--- config.mk ---
export PLATFORM = sky130hd
export DESIGN_NAME = imem_loader
export DESIGN_NICKNAME = d
export VERILOG_FILES = /design/src/rtl/imem_loader.sv
export SDC_FILE = /design/constraint.sdc
export NUM_CORES = 1
export LEC_CHECK = 0
export CAP_MARGIN = 40
export CORE_AREA = 8 8 134 111
export CTS_BUF_LIST = sky130_fd_sc_hd__clkbuf_8 sky130_fd_sc_hd__clkbuf_16
export DETAILED_ROUTE_END_ITERATION = 8
export DIE_AREA = 0 0 142 119
export PLACE_DENSITY = 0.6
export SLEW_MARGIN = 10
export SYNTH_ARGS = -nofsm -noshare
export SYNTH_HDL_FRONTEND = slang
export SYNTH_SLANG_ARGS = --single-unit
--- constraint.sdc ---
create_clock -name clk -period 2.4 [get_ports clk]
set_clock_uncertainty 0.1 [all_clocks]
set_input_delay 0.24 -clock clk [delete_from_list [all_inputs] [get_ports clk]]
set_output_delay 0.24 -clock clk [all_outputs]
set_load 0.1 [all_outputs]
--- src/rtl/imem_loader.sv ---
// UART boot loader: receives A5, a word count and little-endian instruction words,
// writes them into instruction memory and holds the core in reset until the load completes.
module imem_loader #(
  parameter int CLKS_PER_BIT = 868,
  parameter int IMEM_SIZE    = 32
) (
  input  logic                         clk,
  input  logic                         reset_n,
  input  logic                         rx,
  output logic                         imem_we,
  output logic [$clog2(IMEM_SIZE)-1:0] imem_addr,
  output logic [31:0]                  imem_wdata,
  output logic                         core_hold,
  output logic                         load_done,
  output logic                         load_err
);

  localparam int AW   = $clog2(IMEM_SIZE);
  localparam int CW   = $clog2(IMEM_SIZE + 1);
  localparam int CNTW = $clog2(CLKS_PER_BIT);
  localparam logic [CNTW-1:0] BIT_LAST  = CNTW'(CLKS_PER_BIT - 1);
  localparam logic [CNTW-1:0] HALF_LAST = CNTW'(CLKS_PER_BIT / 2 - 1);
  localparam logic [8:0]      MAX_N     = 9'(IMEM_SIZE);
  localparam logic [7:0]      SYNC_BYTE = 8'hA5;

  typedef enum logic [1:0] {U_IDLE, U_START, U_DATA, U_STOP} uart_e;
  typedef enum logic [1:0] {P_IDLE, P_COUNT, P_DATA, P_DONE} prot_e;

  uart_e           u_state_q;
  prot_e           p_state_q;
  logic            rx_meta_q, rx_sync_q, rx_prev_q;
  logic [CNTW-1:0] cnt_q;
  logic [2:0]      bit_idx_q;
  logic [7:0]      shift_q;
  logic [CW-1:0]   count_q;
  logic [AW-1:0]   word_idx_q;
  logic [1:0]      byte_idx_q;
  logic [23:0]     word_q;
  logic            fin_q;
  logic            imem_we_q, core_hold_q, load_done_q, load_err_q;
  logic [AW-1:0]   imem_addr_q;
  logic [31:0]     imem_wdata_q;

  logic tick, byte_ok, frame_err, count_ok, last_word;

  assign tick      = (cnt_q == '0);
  assign byte_ok   = (u_state_q == U_STOP) && tick && rx_sync_q;
  assign frame_err = (u_state_q == U_STOP) && tick && !rx_sync_q;
  assign count_ok  = (shift_q != 8'd0) && ({1'b0, shift_q} <= MAX_N);
  assign last_word = ((CW'(word_idx_q) + CW'(1)) == count_q);

  always_ff @(posedge clk or negedge reset_n) begin
    if (!reset_n) begin
      rx_meta_q    <= 1'b1;
      rx_sync_q    <= 1'b1;
      rx_prev_q    <= 1'b1;
      u_state_q    <= U_IDLE;
      cnt_q        <= '0;
      bit_idx_q    <= '0;
      shift_q      <= '0;
      p_state_q    <= P_IDLE;
      count_q      <= '0;
      word_idx_q   <= '0;
      byte_idx_q   <= '0;
      word_q       <= '0;
      fin_q        <= 1'b0;
      imem_we_q    <= 1'b0;
      imem_addr_q  <= '0;
      imem_wdata_q <= '0;
      core_hold_q  <= 1'b1;
      load_done_q  <= 1'b0;
      load_err_q   <= 1'b0;
    end else begin
      rx_meta_q  <= rx;
      rx_sync_q  <= rx_meta_q;
      rx_prev_q  <= rx_sync_q;
      imem_we_q  <= 1'b0;
      load_err_q <= 1'b0;
      fin_q      <= 1'b0;

      // Bit timer counts down to zero at each sample point.
      case (u_state_q)
        U_IDLE: begin
          if (rx_prev_q && !rx_sync_q) begin
            u_state_q <= U_START;
            cnt_q     <= HALF_LAST;
          end
        end
        U_START: begin
          if (tick) begin
            if (!rx_sync_q) begin
              u_state_q <= U_DATA;
              cnt_q     <= BIT_LAST;
              bit_idx_q <= '0;
            end else begin
              u_state_q <= U_IDLE;
            end
          end else begin
            cnt_q <= cnt_q - CNTW'(1);
          end
        end
        U_DATA: begin
          if (tick) begin
            shift_q   <= {rx_sync_q, shift_q[7:1]};
            cnt_q     <= BIT_LAST;
            bit_idx_q <= bit_idx_q + 3'd1;
            if (bit_idx_q == 3'd7) u_state_q <= U_STOP;
          end else begin
            cnt_q <= cnt_q - CNTW'(1);
          end
        end
        U_STOP: begin
          if (tick) u_state_q <= U_IDLE;
          else      cnt_q     <= cnt_q - CNTW'(1);
        end
        default: u_state_q <= U_IDLE;
      endcase

      if (frame_err) begin
        load_err_q <= 1'b1;
        p_state_q  <= P_IDLE;
      end else if (byte_ok) begin
        case (p_state_q)
          P_IDLE, P_DONE: begin
            if (shift_q == SYNC_BYTE) begin
              p_state_q   <= P_COUNT;
              core_hold_q <= 1'b1;
              load_done_q <= 1'b0;
            end
          end
          P_COUNT: begin
            if (count_ok) begin
              count_q    <= CW'(shift_q);
              word_idx_q <= '0;
              byte_idx_q <= '0;
              p_state_q  <= P_DATA;
            end else begin
              load_err_q <= 1'b1;
              p_state_q  <= P_IDLE;
            end
          end
          P_DATA: begin
            byte_idx_q <= byte_idx_q + 2'd1;
            case (byte_idx_q)
              2'd0: word_q[7:0]   <= shift_q;
              2'd1: word_q[15:8]  <= shift_q;
              2'd2: word_q[23:16] <= shift_q;
              2'd3: begin
                imem_we_q    <= 1'b1;
                imem_wdata_q <= {shift_q, word_q};
                imem_addr_q  <= word_idx_q;
                word_idx_q   <= word_idx_q + AW'(1);
                if (last_word) begin
                  p_state_q <= P_DONE;
                  fin_q     <= 1'b1;
                end
              end
            endcase
          end
          default: p_state_q <= P_IDLE;
        endcase
      end

      // Completion becomes visible the cycle after the final write strobe.
      if (fin_q) begin
        load_done_q <= 1'b1;
        core_hold_q <= 1'b0;
      end
    end
  end

  assign imem_we    = imem_we_q;
  assign imem_addr  = imem_addr_q;
  assign imem_wdata = imem_wdata_q;
  assign core_hold  = core_hold_q;
  assign load_done  = load_done_q;
  assign load_err   = load_err_q;

endmodule
* Word-level counts from Yosys, hierarchy flattened
Index checks and enable logic that the tools add are counted.
Operators by class: reductions and logical operators 31, div/mod/pow operators 0, $lt $le $gt $ge 1, add/subtract/negate cells 5, mux-type cells 52, shifts and indexed selects 0, $mul 0, eq/ne operators 26, bitwise logic cells 1
Operator list (number):
- $mux 10 | 5
- $pmux 10 s4 | 1
- $reduce_and 4->1 | 9
- $mux 2 | 13
- $mux 1 | 23
- $ne 2x2->1 const B | 10
- $eq 2x2->1 const B | 6
- $ne 3x3->1 const B | 4
- $reduce_bool 2->1 | 6
- $logic_not 10->1 | 1
- $mux 5 | 2
- $pmux 5 s2 | 1
- $reduce_and 5->1 | 2
- $sub 10x1->10 const B | 1
- $mux 3 | 3
- $eq 8x8->1 const B | 1
- $le 8x6->1 const B | 1
- $pmux 2 s4 | 1
- $reduce_bool 8->1 | 1
- $add 5x1->6 const B | 1
- $eq 2x1->1 const B | 3
- $eq 6x6->1 | 1
- $logic_not 2->1 | 3
- $pmux 2 s3 | 1
- 12 further kinds | 16
Word-level totals: output and inout bits 41, memories 0, memory bits (read-only) 0, bits in writable memories 0, word-level logic and storage cells 137, flip-flop bits (word level) 107, input bits 3, bits in latches 0

* Longest topological paths before layout
depth in word-level cells 7, mapped depth 10

* Least setup slack after synthesis
OpenSTA, ideal clock, no wires.
path kind register -> register, start reg cnt_q[6], end reg imem_addr_q[0], in the netlist imem_addr[0], buffers on the path 3, setup slack 0.289 ns, data arrival time 1.886 ns, clock period less this slack 2.111 ns, cell stages (with the launch flop) 10, cell sequence dfrtp_1 -> nor4_4 -> and3_1 -> buf_6 -> nand2_4 -> nor2_4 -> nand2_2 -> buf_6 -> buf_6 -> mux2_4
Between the ends: word-level cells in the longest chain between the ends 5, elaborated cells on any way between the ends 6, those cells by class bitwise (1); reduce/logical (5)
Ends and longest elaborated chain:
- start, declared | RTL line 32 | logic [CNTW-1:0] cnt_q;
- start signal, assigned | RTL line 99 | cnt_q <= cnt_q - CNTW'(1);
- start signal, assigned | RTL line 109 | cnt_q <= cnt_q - CNTW'(1);
- start signal, assigned | RTL line 114 | else cnt_q <= cnt_q - CNTW'(1);
- $logic_not 10->1 * | RTL line 46 | assign tick = (cnt_q == '0);
- $logic_and 1x1->1 * | RTL line 47, 48
- $logic_and 1x1->1 | RTL line 48 | assign frame_err = (u_state_q == U_STOP) && tick && !rx_sync_q;
- $not 1->1 (no source line)
- $reduce_and 4->1 (no source line) *
- end signal, assigned | RTL line 151 | imem_addr_q <= word_idx_q;
- end, declared | RTL line 41 | logic [AW-1:0] imem_addr_q;
Mark *: on every way between the ends. The rest lies on a longest branch, timed or not. A chain may end at the register's enable or synchronous reset.

* Worst setup path in the final report
start reg word_idx_q[1], end reg p_state_q[0]
Between the ends: word-level cells in the longest chain between the ends 4
Ends and longest elaborated chain:
- start, declared | RTL line 36 | logic [AW-1:0] word_idx_q;
- start signal, assigned | RTL line 152 | word_idx_q <= word_idx_q + AW'(1);
- $add 5x1->6 | RTL line 50 | assign last_word = ((CW'(word_idx_q) + CW'(1)) == count_q);
- $eq 6x6->1 | RTL line 50
- $ne 3x3->1 (no source line)
- $reduce_and 4->1 (no source line)
- end signal, assigned | RTL line 61 | p_state_q <= P_IDLE;
- end signal, assigned | RTL line 121 | p_state_q <= P_IDLE;
- end signal, assigned | RTL line 126 | p_state_q <= P_COUNT;
- end, declared | RTL line 30 | prot_e p_state_q;
Every way passes these cells.

==> results.cfg <==
[outcome]
run_status = complete, no violations

[synthesis]
yosys_top_cell_by_area = sky130_fd_sc_hd__dfrtp_1
synth_enable_flop_cells = 0
syn-mean-instance-area_um2 = 12.13
post_synth_inst_count = 407
synth_top_flop_cell = sky130_fd_sc_hd__dfrtp_1
synth.top_cells.by_area = sky130_fd_sc_hd__dfrtp_1, sky130_fd_sc_hd__mux2_2, sky130_fd_sc_hd__ha_1
synth.yosys.seq_area_share_pct = 54.33
ys_async_sr_fraction_pct = 100.0
ys_seq_elements = 107
syn-num-nets = 426
netlist.area_leader.share_pct = 52.20
synth_warnings = 0
synth.lib_cells_used.distinct = 53
synth_area_um2 = 4937

[sta]
worst_hold_slack_ns = 0.2033
fin_crit_sh_pct = 94.35
max_freq_mhz = 441.6
final_critical_path_setup_slack_ns = 0.1357
finalHoldViolCount = 0
final-setup-viol-count = 0
slew_viol_final = 0
period_needed_ns = 2.264
grt_setup_unrepaired = false
max_slew.worst_pin.slew_ns = 0.5642
max-slew-margin-rel_pct = 62.39
finalSetupTns_ns = 0

[layout]
num_antenna_cells = 0
growth_of_design_area_from_synthesis_to_finish_pct = 19.94
layout_common_cells = sky130_fd_sc_hd__dfrtp_1, sky130_fd_sc_hd__mux2_2, sky130_fd_sc_hd__buf_4, sky130_fd_sc_hd__nand2_1, sky130_fd_sc_hd__o21ai_0
design.final.nets = 488
most_common_cell_after_layout_fill_and_taps_aside = sky130_fd_sc_hd__dfrtp_1
post_route_cells_drive_above_1_share_pct = 35.52
post-route-util_pct = 46.86

[place]
gp_congestion = 0.8292
place.port_buffers = 43
detailedPlace.worstSlack_ns = 0.08061
post-dp-hpwl_mm = 7.263

[route]
wire_per_inst_um = 15.97
detailedRoute.firstPassIterationCount = 4
drc_errors = 0
viasPerCell = 5.094
antenna_left = 0
first_iter_violations = 281
postRouteWirelength_mm = 10.35
route.vias.total = 3301

[clock_network]
cts_tree = done
numCtsBuffers = 9
cts.repair_timing.setup_buffer_count = 0
h_tree_levels = 3
cts.root.buffer_cell = sky130_fd_sc_hd__clkbuf_16
cts_buffer_depth = 2
worstSkewPairLatency_ns = 0.35
path_clk_slew_ns = 0.07
tritoncts_num_sinks = 107

[global_routing]
grt_start_max_net_pins = 48
globalRoute.totalOverflow = 0
first_pass_grt_wire_length_mm = 17.69
via_count_of_the_first_global_routing_pass = 3443
grt_antenna_before_repair = 0
groute.usage.overall_pct = 12.91

[setup_path]
reg2reg_setup_slack_ns = 0.14
crit_path_start = word_idx_q[1]
worst_path_most_repeated_cell = sky130_fd_sc_hd__nand3_1
path_class = reg2reg
worst_path_dominant_cell_family = simple AND/OR/NAND/NOR gates
timing.critical_path.to_type = flop
crit_buf_inv = 0
critical_path_arrival_ns = 2.45
reg2reg_to = p_state_q[0]
timing.reg2reg.worst_path_depth = 7
worst-path-max-fanout = 6
crit_path_top_delay_cell = sky130_fd_sc_hd__or4_1
reg2reg_from = word_idx_q[1]
crit_path_start_kind = flop
critical-path-max-stage-delay_ns = 0.50
crit_path_cell_trace = ha_2, nand3_1, or3_1, nand3_1, a41oi_2, or4_1, nand3_1
crit_required_ns = 2.58

[floorplan]
die_x_extent_um = 142
floorplan.core_area_um2 = 12640
die_height_um = 119
dieArea_um2 = 16900
initial_core_util_pct = 39.07
floorplan.rows = 37
top_level_ports = 44

[min_path]
hold_class = in2reg
hold_depth = 1
hp_start = rx
endpoint_with_the_worst_hold_slack = rx_meta_q

[power]
power-per-cell-area_nw_per_um2 = 777.4
leakage_nw = 2.952
ir_drop_v = 0.0003700

[run]
maxCapViolCount = 0
-- through the flow --
step                      instances  power (mW)  cell area [µm²]
after detailed placement        632       3.044             5585
after global placement          632       3.014             5585
after global routing            648       4.875             5922
final                           648       4.604             5922
after floorplan                 407       2.709             4937
after CTS                       648       4.640             5912
-- routing by layer --
| metal | part of all wire, % | global-route usage [%] |
|---|---|---|
| met5 | 0 | 0 |
| met4 | 1.6 | 4.622 |
| met3 | 5.8 | 3.673 |
| met2 | 45 | 19.48 |
| met1 | 48 | 17.35 |
-- cells in the mapped netlist (3+ instances only) --
cell type and number:
sky130_fd_sc_hd__buf_2 3, sky130_fd_sc_hd__mux2_2 68, sky130_fd_sc_hd__nand2_1 30, sky130_fd_sc_hd__nand3_1 11, sky130_fd_sc_hd__nand4_1 4, sky130_fd_sc_hd__o21ai_0 26
sky130_fd_sc_hd__nor3b_1 4, sky130_fd_sc_hd__o22a_1 3, sky130_fd_sc_hd__nor3_1 7, sky130_fd_sc_hd__ha_1 16, sky130_fd_sc_hd__clkbuf_1 7, sky130_fd_sc_hd__nor4_1 3
sky130_fd_sc_hd__a31oi_1 6, sky130_fd_sc_hd__nor2_1 19, sky130_fd_sc_hd__dfstp_2 4, sky130_fd_sc_hd__mux2_4 8, sky130_fd_sc_hd__inv_1 19, sky130_fd_sc_hd__a21oi_1 14
sky130_fd_sc_hd__dfrtp_1 103, sky130_fd_sc_hd__buf_6 3, sky130_fd_sc_hd__nand2b_1 4, sky130_fd_sc_hd__xnor2_1 6, sky130_fd_sc_hd__or4_1 3
-- area by class of cell --
class	count	area, µm²
clock inverter	6	91.34
tap	175	219.0
inverter	19	71.32
sequential	107	2683
clock buffer	9	225.2
timing repair buffer	65	518.0
fill	1164	6716
multi-input combinational	267	2115
-- registers in the layout, summed over array words and instances, names as in the netlist, 2 cells and up, named ones only --
name	cells
byte_idx_q	2
imem_wdata	32
bit_idx_q	3
word_q	24
p_state_q	2
word_idx_q	5
imem_addr	5
shift_q	8
cnt_q	10
count_q	6
-- cell families (layout without fill, tap and decap cells) --
| logic type | after synthesis | after routing | synth area share, % |
|---|---|---|---|
| adders and majority gates | 16 | 16 | 4.055 |
| and+or+nand+nor | 101 | 101 | 11.05 |
| AOI/OAI and AO/OA | 64 | 64 | 7.755 |
| xor gates and xnor gates | 8 | 8 | 1.419 |
| DFF | 107 | 107 | 54.33 |
| muxes | 78 | 78 | 18.35 |
| buffers and inverters | 33 | 99 | 3.041 |
-- worst max path at each step --
stage                               to  cells past startpoint  slack [ns]
final                     p_state_q[0]                      7        0.14
after floorplan           imem_addr[0]                      9        0.29
after global placement    p_state_q[0]                      7        0.16
after detailed placement  p_state_q[0]                      7        0.08
after global routing      p_state_q[0]                      7       0.009
after CTS                 p_state_q[0]                      7        0.03
-- where the power goes --
group,leakage (nW),internal (mW),total [mW],switching (mW)
registers,1.46,1.91,2.04,0.135
logic,1.34,0.401,0.978,0.577
clock network,0.155,0.913,1.58,0.669
-- what timing repair did --
action | CTS | global route
hold buffers | 1 | 0
setup endpoints to repair | 0 | 1
endpoints found under the hold margin | 41 | 0
resized for setup | 0 | 2
(Power assumes the default switching activity.)
